===== src/rtl/bit_stuffing.sv =====
// CAN receive-path bit-stuffing monitor: counts equal bits at each sample point,
// flags the following stuff bit and reports a stuff error when its polarity is wrong.
module bit_stuffing #(
  parameter int unsigned STUFF_LEN = 5
) (
  input  logic clock,
  input  logic reset,
  input  logic samplePoint,
  input  logic canRX,
  input  logic bsOnOff,
  output logic stuffing,
  output logic bsError
);

  localparam logic [3:0] LP_STUFF_LEN = 4'(STUFF_LEN);

  logic       r_sp_prev;
  logic [3:0] r_count;
  logic       r_last_bit;
  logic       r_stuffing;
  logic       r_bs_error;

  logic       w_sample;
  logic [3:0] w_count_inc;
  logic [3:0] w_count_nxt;
  logic       w_last_bit_nxt;
  logic       w_stuffing_nxt;
  logic       w_bs_error_nxt;

  assign w_sample    = samplePoint & ~r_sp_prev;
  assign w_count_inc = r_count + 4'd1;

  always_comb begin
    w_count_nxt    = r_count;
    w_last_bit_nxt = r_last_bit;
    w_stuffing_nxt = r_stuffing;
    w_bs_error_nxt = r_bs_error;
    if (!bsOnOff) begin
      // disable wins over a coincident sample event
      w_count_nxt    = 4'd0;
      w_last_bit_nxt = 1'b1;
      w_stuffing_nxt = 1'b0;
      w_bs_error_nxt = 1'b0;
    end else if (w_sample) begin
      if (r_stuffing) begin
        // the stuff bit (good or bad) starts the next run
        w_bs_error_nxt = (canRX == r_last_bit);
        w_stuffing_nxt = 1'b0;
        w_count_nxt    = 4'd1;
        w_last_bit_nxt = canRX;
      end else if (r_count == 4'd0) begin
        w_count_nxt    = 4'd1;
        w_last_bit_nxt = canRX;
        w_bs_error_nxt = 1'b0;
      end else if (canRX == r_last_bit) begin
        w_count_nxt    = w_count_inc;
        w_bs_error_nxt = 1'b0;
        if (w_count_inc == LP_STUFF_LEN) w_stuffing_nxt = 1'b1;
      end else begin
        w_count_nxt    = 4'd1;
        w_last_bit_nxt = canRX;
        w_bs_error_nxt = 1'b0;
      end
    end
  end

  // r_sp_prev resets high so a strobe already high at reset release is not a sample
  always_ff @(posedge clock or posedge reset) begin
    if (reset) begin
      r_sp_prev  <= 1'b1;
      r_count    <= 4'd0;
      r_last_bit <= 1'b1;
      r_stuffing <= 1'b0;
      r_bs_error <= 1'b0;
    end else begin
      r_sp_prev  <= samplePoint;
      r_count    <= w_count_nxt;
      r_last_bit <= w_last_bit_nxt;
      r_stuffing <= w_stuffing_nxt;
      r_bs_error <= w_bs_error_nxt;
    end
  end

  assign stuffing = r_stuffing;
  assign bsError  = r_bs_error;

endmodule


===== config.mk =====
export PLATFORM = sky130hd
export DESIGN_NAME = bit_stuffing
export DESIGN_NICKNAME = d
export VERILOG_FILES = /design/src/rtl/bit_stuffing.sv
export SDC_FILE = /design/constraint.sdc
export NUM_CORES = 1
export LEC_CHECK = 0
export ABC_AREA = 0
export BUFFER_PORTS_ARGS = -buffer_cell sky130_fd_sc_hd__buf_2
export CORE_AREA = 2 2 39 41
export DETAILED_ROUTE_END_ITERATION = 16
export DIE_AREA = 0 0 41 43
export PLACE_DENSITY = 0.55
export SYNTH_ARGS = -nofsm -noshare
export SYNTH_HDL_FRONTEND = slang
export SYNTH_SLANG_ARGS = --single-unit

===== constraint.sdc =====
create_clock -name clock -period 3.1 [get_ports clock]
set_input_delay 0.62 -clock clock [delete_from_list [all_inputs] [get_ports clock]]
set_output_delay 0.62 -clock clock [all_outputs]
set_load 0.05 [all_outputs]

==> impl_summary.txt, run 1 <==
----------------------------------------------------
[Floorplan]
  Starting density of the core ... 35.17%
  Die height ... 43 µm
  I/O pin total ... 7
  Horizontal die dimension ... 41 µm
  FP Rows ... 14
  Core Region ... 0.001384 mm²
  Die Outline Area ... 0.001763 mm²

[Status]
  Outcome ... finished clean

[Yosys]
  Number of synthesized flops with an enable pin ... 0
  Dominant register cell in the synthesized netlist ... dfrtp_1
  Most frequent cell after synthesis ... dfrtp_1
  Yosys cell types ... 24
  Netlist Area Pre-Place ... 486.7 µm²
  Yosys Warn Count ... 0
  Syn Inst Count ... 50
  Nets in the synthesized netlist ... 58
  Register bit total from synthesis ... 8
  Share of flip-flops with an asynchronous set or reset after synthesis ... 100.0%
  Top cells by area in the synthesized netlist ... dfrtp_1 (31%), dfstp_2 (11%), ha_1 (7.7%)
  Leading post-synthesis cells by instance count ... dfrtp_1 (6), nand2_1 (5), nand3_1 (5)
  Post-synthesis cell type with the largest combined area ... dfrtp_1
  Yosys top cell area share ... 30.85%
  Sequential cell area fraction in the yosys report ... 41.65%
  Per-instance average area after synthesis ... 9.734 µm²

[Detailed routing]
  Vias after detailed routing ... 391
  Average wire per cell in the routed design ... 11.70 µm
  Initial drt markers ... 6
  Total wire length after detailed routing ... 866 µm
  Drt drc ... 0
  Antenna-violating nets left ... 0
  Detailed-route vias per instance ... 5.284
  Pre-antenna DRT Iters ... 4

[Critical path]
  Number of stages on the worst setup path ... 1
  Worst Path Max Fanout ... 6
  Type of element launching the critical path ... flip-flop
  Cell family with the largest share of critical-path delay ... flip-flops
  Series of cell instances along the critical path ... buf_2
  Worst EP required ... 2.48 ns
  Critical path class ... flip-flop to output port
  Logic depth of the worst register-to-register path ... 6
  Buffers & Inverters on Critical Path ... 1
  CP endpoint kind ... output port
  Crit path arrival time ... 1.04 ns
  Slowest cell delay on critical path ... 0.47 ns
  Slowest cell on crit path ... dfrtp_1
  Minimum setup slack among reg-to-reg paths ... 1.63 ns

[Power and ir drop]
  Switching share of power ... 24.33%
  Proportion of power drawn by the clock network ... 37.3%
  Pleak ... 0.2331 nW
  Cell-internal power ... 161.3 µW
  Combinational cell fraction of total power ... 10.9%
  Total chip power ... 213.1 µW
  Worst vdd ir ... 0.0001986 V
  Net switching power of the design ... 51.85 µW
  Fraction of power consumed by sequential logic ... 51.8%
  Power density cells ... 388.9 mW/mm²

[Timing]
  Final critical-path share of the clock period ... 53.54%
  Worst-case clock skew ... 0.0008344 ns
  Slew headroom ... 73.38%
  Slew Limit Fails ... 0
  Final critical path time including I/O delays and setup ... 1.660 ns
  Unrepaired setup endpoints after global routing ... false
  Total count of hold-check failures in the final report ... 0
  Post-route worst hold slack ... 0.3006 ns
  Final Setup Violations ... 0
  Maximum achievable frequency ... 602.5 MHz
  Sum Neg Setup Slack ... 0 ns
  Worst-Margin Slew ... 0.3979 ns

[GRT]
  Maximum number of pins on one net before global-route repair ... 9
  Total track usage ... 13.47%
  Aggregate global routing overflow ... 0
  Vias in the first global route ... 377
  Initial antenna violation count ... 0
  First-pass GRT wire length ... 1.593 mm

[Placement]
  Detail Placement HPWL ... 666 µm
  Placed instance count ... 71
  I/O Buffers ... 6
  Routability congestion estimate from global placement ... 0.7791

[Clocking]
  CTS resizes ... 0
  Insertion delay of the later-clocked pin in the worst-skew pair ... 0.25 ns
  Clock-pin slew on the worst setup and hold paths ... 0.05 ns
  H-tree depth ... 1
  TritonCTS clock tree ... yes
  CTS Hold Bufs ... 0
  Sink Count ... 8
  Number of setup buffers added after CTS ... 0
  Clock buffer depth ... 2
  Root cell of the clock tree ... clkbuf_4
  Num CTS Buffers ... 3

[Min path]
  Class of the tightest hold or removal check ... input port to asynchronous set/reset pin

[Finish]
  Number of fillers in the final layout ... 154
  FF+latch area ... 202.7 µm²
  Final Non-Filler Cells ... 74
  Multi-input logic area ... 257.7 µm²
  Antenna diode count ... 0
  Fraction of layout cells with a size suffix above 1 ... 24.14%
  Finished Core Util ... 39.60%
  Nets ... 68
  Area added between synthesis and finish ... 12.60%

[Job]
  Max Cap Viol ... 0

----------------------------------------------------
[path summary, 6_finish.rpt]
path | start | endpoint
worst min-delay path | reset | r_count[3]$_DFFE_PP0P_
worst min register to register | r_last_bit$_DFFE_PP1P_ | r_last_bit$_DFFE_PP1P_
worst max register to register | r_count[0]$_DFFE_PP0P_ | r_count[3]$_DFFE_PP0P_
min in group clock | r_last_bit$_DFFE_PP1P_ | r_last_bit$_DFFE_PP1P_
worst max-delay path | stuffing$_DFFE_PP0P_ | stuffing
max in group asynchronous | reset | r_last_bit$_DFFE_PP1P_
[per-layer routing]
layer  part of all wire (%)  global-route usage, %  up-vias
met5                      0                      0        -
met4                    2.2                  8.000        0
met3                    2.1                  1.571        2
met2                     48                  19.38        8
met1                     48                  18.64      188
li1                       -                      -      193
[metrics by stage]
stage | cell area (µm²) | setup WS, ns
after floorplan | 486.7 | 1.745
after global placement | 525.5 | 1.585
after detailed placement | 525.5 | 1.557
after CTS | 548.0 | 1.436
after global routing | 548.0 | 1.395
final | 548.0 | 1.440
[area by class of cell]
cell class / instances / area share, %
clock buffer: 3 / 4.110
inverter: 4 / 2.740
multi-input combinational: 37 / 47.03
sequential: 8 / 36.99
tap: 16 / 3.653
timing repair buffer: 6 / 5.479
[registers in the layout (all words and copies together), names as in the netlist]
register    flops
r_sp_prev       1
stuffing        1
bsError         1
r_count         4
r_last_bit      1
[power by group through the flow]
stage	clock network, mW	logic (mW)	registers, mW
after floorplan	0	0.0172	0.112
after global placement	0	0.0236	0.112
after detailed placement	0	0.0235	0.112
after CTS	0.0841	0.0236	0.110
after global routing	0.0876	0.0264	0.111
final	0.0795	0.0231	0.110
[kinds of logic (layout without fill, tap and decap cells)]
| family | after synthesis | count (layout) | synth area share (%) |
|---|---|---|---|
| AND/OR/NAND/NOR | 21 | 21 | 28.28 |
| buffers and inverters | 5 | 13 | 5.397 |
| flip-flops | 8 | 8 | 41.64 |
| AO/OA/AOI/OAI | 12 | 12 | 15.17 |
| XOR/XNOR | 1 | 1 | 1.800 |
| adder cells (fa/ha/maj) | 3 | 3 | 7.713 |
[cells in the final DEF (no fill, tap or decap), types with 2 or more instances in the layout]
| cell | instances |
|---|---|
| dfrtp_1 | 6 |
| buf_2 | 6 |
| nand2_1 | 5 |
| nand3_1 | 5 |
| inv_1 | 4 |
| a21boi_1 | 4 |
| o21ai_0 | 4 |
| ha_1 | 3 |
| clkbuf_4 | 3 |
| nor2b_1 | 2 |
| dfstp_2 | 2 |
Note: power is estimated with default switching activity, not from simulation.
==> inputs of run 2 (changes only) <==
==> constraint.sdc (replaced) <==
create_clock -name clock -period 1.6 [get_ports clock]
set_input_delay 0.32 -clock clock [delete_from_list [all_inputs] [get_ports clock]]
set_output_delay 0.32 -clock clock [all_outputs]
set_load 0.05 [all_outputs]
==> impl_summary.txt, run 2 (synthesized netlist as in run 1, its figures left out) <==
----------------------------------------------------
[Finish]
  Number of fillers in the final layout ... 140
  Number of flip-flops under the largest register name ... 4
  Antenna diode count ... 0
  Commonest cells after routing, fill and taps aside ... buf_2 (6), nand2_1 (5), nand3_1 (5), dfrtp_1 (5)
  Fraction of layout cells with a size suffix above 1 ... 25.86%
  Biggest register ... r_count
  Area added between synthesis and finish ... 12.85%
  Most common cell after layout, fill and taps aside ... buf_2
  Nets ... 68

[Critical path]
  Slowest cell delay on critical path ... 0.41 ns
  Crit path arrival time ... 1.59 ns
  Cell family with the largest share of critical-path delay ... simple AND/OR/NAND/NOR gates
  CP endpoint kind ... flip-flop
  Worst Path Max Fanout ... 5
  Slowest cell on crit path ... dfrtp_1
  Buffers & Inverters on Critical Path ... 1
  Worst EP required ... 1.78 ns
  Series of cell instances along the critical path ... inv_1 -> ha_1 -> nor3b_2 -> nor4b_1 -> o21ai_0 -> a21boi_1
  Critical path class ... flip-flop to flip-flop
  Type of element launching the critical path ... flip-flop

[Floorplan]
  Horizontal die dimension ... 41 µm
  Die height ... 43 µm
  FP Rows ... 14
  Core Region ... 0.001384 mm²
  Die Outline Area ... 0.001763 mm²
  I/O pin total ... 7
  Starting density of the core ... 35.17%

[Clocking]
  Sink Count ... 8
  TritonCTS clock tree ... yes
  CTS Hold Bufs ... 0
  Clock buffer depth ... 2
  H-tree depth ... 1
  Insertion delay of the later-clocked pin in the worst-skew pair ... 0.25 ns
  Num CTS Buffers ... 3
  Root cell of the clock tree ... clkbuf_4
  Number of setup buffers added after CTS ... 0
  CTS resizes ... 0
  Clock-pin slew on the worst setup and hold paths ... 0.05 ns

[Timing]
  Slew Limit Fails ... 0
  Sum Neg Setup Slack ... 0 ns
  Final critical-path share of the clock period ... 88.09%
  Worst-case clock skew ... 0.003173 ns
  Final worst-path setup slack ... 0.1906 ns
  Final critical path time including I/O delays and setup ... 1.409 ns
  Total count of hold-check failures in the final report ... 0
  Maximum achievable frequency ... 709.5 MHz
  Worst-Margin Slew ... 0.4461 ns
  Unrepaired setup endpoints after global routing ... false
  Slew headroom ... 70.16%
  Final Setup Violations ... 0

[GRT]
  Initial antenna violation count ... 0
  Total track usage ... 13.54%
  Vias in the first global route ... 378
  Aggregate global routing overflow ... 0
  Maximum number of pins on one net before global-route repair ... 9
  First-pass GRT wire length ... 1.593 mm

[Detailed routing]
  Antenna-violating nets left ... 0
  Routed length on met1 ... 439 µm
  Total wire length after detailed routing ... 869 µm
  Top layer reached by signal wires ... met4
  Initial drt markers ... 0
  Metal3 WL ... 17 µm
  Total length of routed met2 wires ... 399 µm
  Pre-antenna DRT Iters ... 1
  Drt drc ... 0
  Average wire per cell in the routed design ... 11.74 µm
  Vias after detailed routing ... 378
  Detailed-route vias per instance ... 5.108

[Power and ir drop]
  Worst vdd ir ... 0.0004279 V
  Pleak ... 0.2317 nW
  Power density cells ... 746.6 mW/mm²

[Job]
  Max Cap Viol ... 0

[Placement]
  I/O Buffers ... 6
  Detail Placement HPWL ... 643.9 µm
  DP Worst Slack ... 0.1369 ns
  Routability congestion estimate from global placement ... 0.7450

[Status]
  Outcome ... finished clean

[Min path]
  Class of the tightest hold or removal check ... input port to asynchronous set/reset pin

----------------------------------------------------
==> run 2: per-stage QoR <==
stage	hold WS [ns]	instances	cell area (µm²)	power (mW)	utilization, %
CTS	0.01633	74	548.0	0.4180	39.60
detailed placement	0.2855	71	525.5	0.2631	37.97
finish	0.007463	74	549.3	0.4101	39.69
global placement	0.2805	71	525.5	0.2632	37.97
floorplan	0.1342	50	486.7	0.2497	-
global route	0.03586	74	549.3	0.4347	39.69
==> run 2: layout make-up <==
class	instances	area, µm²	share of cell area [%]
timing repair buffer	6	30.03	5.467
clock buffer	3	22.52	4.100
tap	16	20.02	3.645
multi-input combinational	37	257.7	46.92
inverter	4	15.01	2.733
sequential	8	203.9	37.13
==> run 2: where the power goes <==
part	leakage [nW]	switching, mW	internal (mW)	total, mW
sequential	0.103	0.00448	0.210	0.214
clock	0.0138	0.0651	0.0856	0.151
combinational	0.115	0.0282	0.0168	0.0450
total	0.232	0.0978	0.312	0.410
==> run 2: worst paths after layout <==
kind	startpoint	endpoint	slack, ns	depth (start not counted)
setup / recovery	r_count[1]$_DFFE_PP0P_	r_count[3]$_DFFE_PP0P_	0.19	6
hold / removal	reset	bsError$_DFFE_PP0P_	0.007	2
setup reg to reg	r_count[1]$_DFFE_PP0P_	r_count[3]$_DFFE_PP0P_	0.19	6
hold reg to reg	r_last_bit$_DFFE_PP1P_	r_last_bit$_DFFE_PP1P_	0.49	2
max in group asynchronous	reset	r_sp_prev$_DFF_PP1_	1.31	2
min in group clock	samplePoint	r_sp_prev$_DFF_PP1_	0.21	1
==> run 2: routing by layer <==
metal	track usage, %	vias up
met5	0	-
met4	10.00	0
met3	1.571	2
met2	19.38	4
met1	17.85	177
li1	-	195
==> inputs of run 3 (changes only) <==
--- a/config.mk
+++ b/config.mk
@@ -14,3 +14,4 @@
 export SYNTH_ARGS = -nofsm -noshare
 export SYNTH_HDL_FRONTEND = slang
 export SYNTH_SLANG_ARGS = --single-unit
+export TNS_END_PERCENT = 100
==> constraint.sdc (replaced) <==
create_clock -name clock -period 1.6 [get_ports clock]
set_input_delay 0.16 -clock clock [delete_from_list [all_inputs] [get_ports clock]]
set_output_delay 0.16 -clock clock [all_outputs]
set_load 0.05 [all_outputs]
==> impl_summary.txt, run 3 (synthesized netlist as in run 1, its figures left out) <==
----------------------------------------------------
[Clocking]
  Clock buffer depth ... 2
  TritonCTS clock tree ... yes
  Insertion delay of the later-clocked pin in the worst-skew pair ... 0.25 ns
  Root cell of the clock tree ... clkbuf_4
  H-tree depth ... 1
  Sink Count ... 8
  Num CTS Buffers ... 3
  Number of setup buffers added after CTS ... 0
  Clock-pin slew on the worst setup and hold paths ... 0.05 ns

[Detailed routing]
  Detailed-route vias per instance ... 5.093
  Vias after detailed routing ... 382
  Antenna-violating nets left ... 0
  Average wire per cell in the routed design ... 11.72 µm
  Drt drc ... 0
  Total wire length after detailed routing ... 879 µm
  Initial drt markers ... 0
  Pre-antenna DRT Iters ... 1

[Timing]
  Sum Neg Setup Slack ... 0 ns
  Slew Limit Fails ... 0
  Total count of hold-check failures in the final report ... 0
  Worst-case clock skew ... 0.003173 ns
  Final critical path time including I/O delays and setup ... 1.409 ns
  Unrepaired setup endpoints after global routing ... false
  Slew headroom ... 70.16%
  Final Setup Violations ... 0
  Maximum achievable frequency ... 709.5 MHz
  Final critical-path share of the clock period ... 88.09%
  Final worst-path setup slack ... 0.1906 ns
  Worst-Margin Slew ... 0.4461 ns

[Finish]
  Commonest cells after routing, fill and taps aside ... buf_2 (6), nand2_1 (5), nand3_1 (5), dfrtp_1 (5)
  Antenna diode count ... 0
  Fraction of layout cells with a size suffix above 1 ... 25.42%
  Number of flip-flops under the largest register name ... 4
  Most common cell after layout, fill and taps aside ... buf_2
  Area added between synthesis and finish ... 14.91%
  Nets ... 69
  Biggest register ... r_count

[Critical path]
  Logic depth of the worst register-to-register path ... 6
  Type of element launching the critical path ... flip-flop
  Critical path class ... flip-flop to flip-flop
  Buffers & Inverters on Critical Path ... 1
  Minimum setup slack among reg-to-reg paths ... 0.19 ns
  Series of cell instances along the critical path ... inv_1 -> ha_1 -> nor3b_2 -> nor4b_1 -> o21ai_0 -> a21boi_1
  Worst EP required ... 1.78 ns
  CP endpoint kind ... flip-flop
  Slowest cell delay on critical path ... 0.41 ns
  Crit Reg-Reg Endpoint ... r_count[3]$_DFFE_PP0P_
  Critical path launch point ... r_count[1]$_DFFE_PP0P_
  Number of stages on the worst setup path ... 6
  Cell family with the largest share of critical-path delay ... simple AND/OR/NAND/NOR gates
  Crit path arrival time ... 1.59 ns
  Crit path to ... r_count[3]$_DFFE_PP0P_
  RR Startpoint ... r_count[1]$_DFFE_PP0P_
  Worst Path Max Fanout ... 5
  Slowest cell on crit path ... dfrtp_1

[Floorplan]
  Horizontal die dimension ... 41 µm
  Die Outline Area ... 0.001763 mm²
  I/O pin total ... 7
  Core Region ... 0.001384 mm²
  Starting density of the core ... 35.17%
  Die height ... 43 µm
  FP Rows ... 14

[GRT]
  First-pass GRT wire length ... 1.593 mm
  Initial antenna violation count ... 0
  Aggregate global routing overflow ... 0
  Total track usage ... 13.54%
  Maximum number of pins on one net before global-route repair ... 9
  Vias in the first global route ... 378

[Min path]
  Class of the tightest hold or removal check ... input port to flip-flop
  Cell depth of the worst min-delay path ... 1

[Job]
  Max Cap Viol ... 0

[Power and ir drop]
  Total chip power ... 412.0 µW
  Worst vdd ir ... 0.0004281 V
  Pleak ... 0.2359 nW
  Power density cells ... 736.6 mW/mm²

[Placement]
  Detail Placement HPWL ... 643.9 µm
  I/O Buffers ... 6
  Routability congestion estimate from global placement ... 0.7450
  DP Worst Slack ... 0.1369 ns

[Status]
  Outcome ... finished clean

----------------------------------------------------
run 3: through the flow:
stage	cell area, µm²	util (%)	hold slack (ns)	std cells
after CTS	558.0	40.33	0.03784	75
after global placement	525.5	37.97	0.1205	71
final	559.3	40.42	0.04834	75
after floorplan	486.7	-	-0.02577	50
after global routing	559.3	40.42	0.03812	75
after detailed placement	525.5	37.97	0.1255	71
run 3: metal layers:
metal	track usage, %	share of wire (%)	vias to the layer above
met5	0	0	-
met4	10.00	1.4	0
met3	1.571	1.9	2
met2	19.38	46	4
met1	17.85	51	179
li1	-	-	197
run 3: cell type report:
cell class,count,area (µm²)
fillers,138,824.5
multi-input cells,37,257.7
flip-flops and latches,8,203.9
repair buffers,7,40.04
clock buffers,3,22.52
well taps,16,20.02
inverters,4,15.01
run 3: power by group:
part	internal (mW)	switching, mW	leakage [nW]
logic	0.0184	0.0285	0.119
clock network	0.0856	0.0651	0.0138
registers	0.210	0.00448	0.103
total	0.314	0.0981	0.236
run 3: worst min path at each step:
stage,start,endpoint,slack [ns]
2_1_floorplan,reset,bsError$_DFFE_PP0P_,-0.03
5_1_grt,samplePoint,r_sp_prev$_DFF_PP1_,0.04
3_3_place_gp,reset,r_count[1]$_DFFE_PP0P_,0.12
6_report,samplePoint,r_sp_prev$_DFF_PP1_,0.05
4_1_cts,samplePoint,r_sp_prev$_DFF_PP1_,0.04
3_5_place_dp,reset,r_count[1]$_DFFE_PP0P_,0.13
run 3: what timing repair did:
item | 4_1_cts | 5_1_grt
setup endpoints to repair | 0 | 1
resized for setup | 0 | 1
hold buffers | 1 | 0
endpoints found under the hold margin | 6 | 0
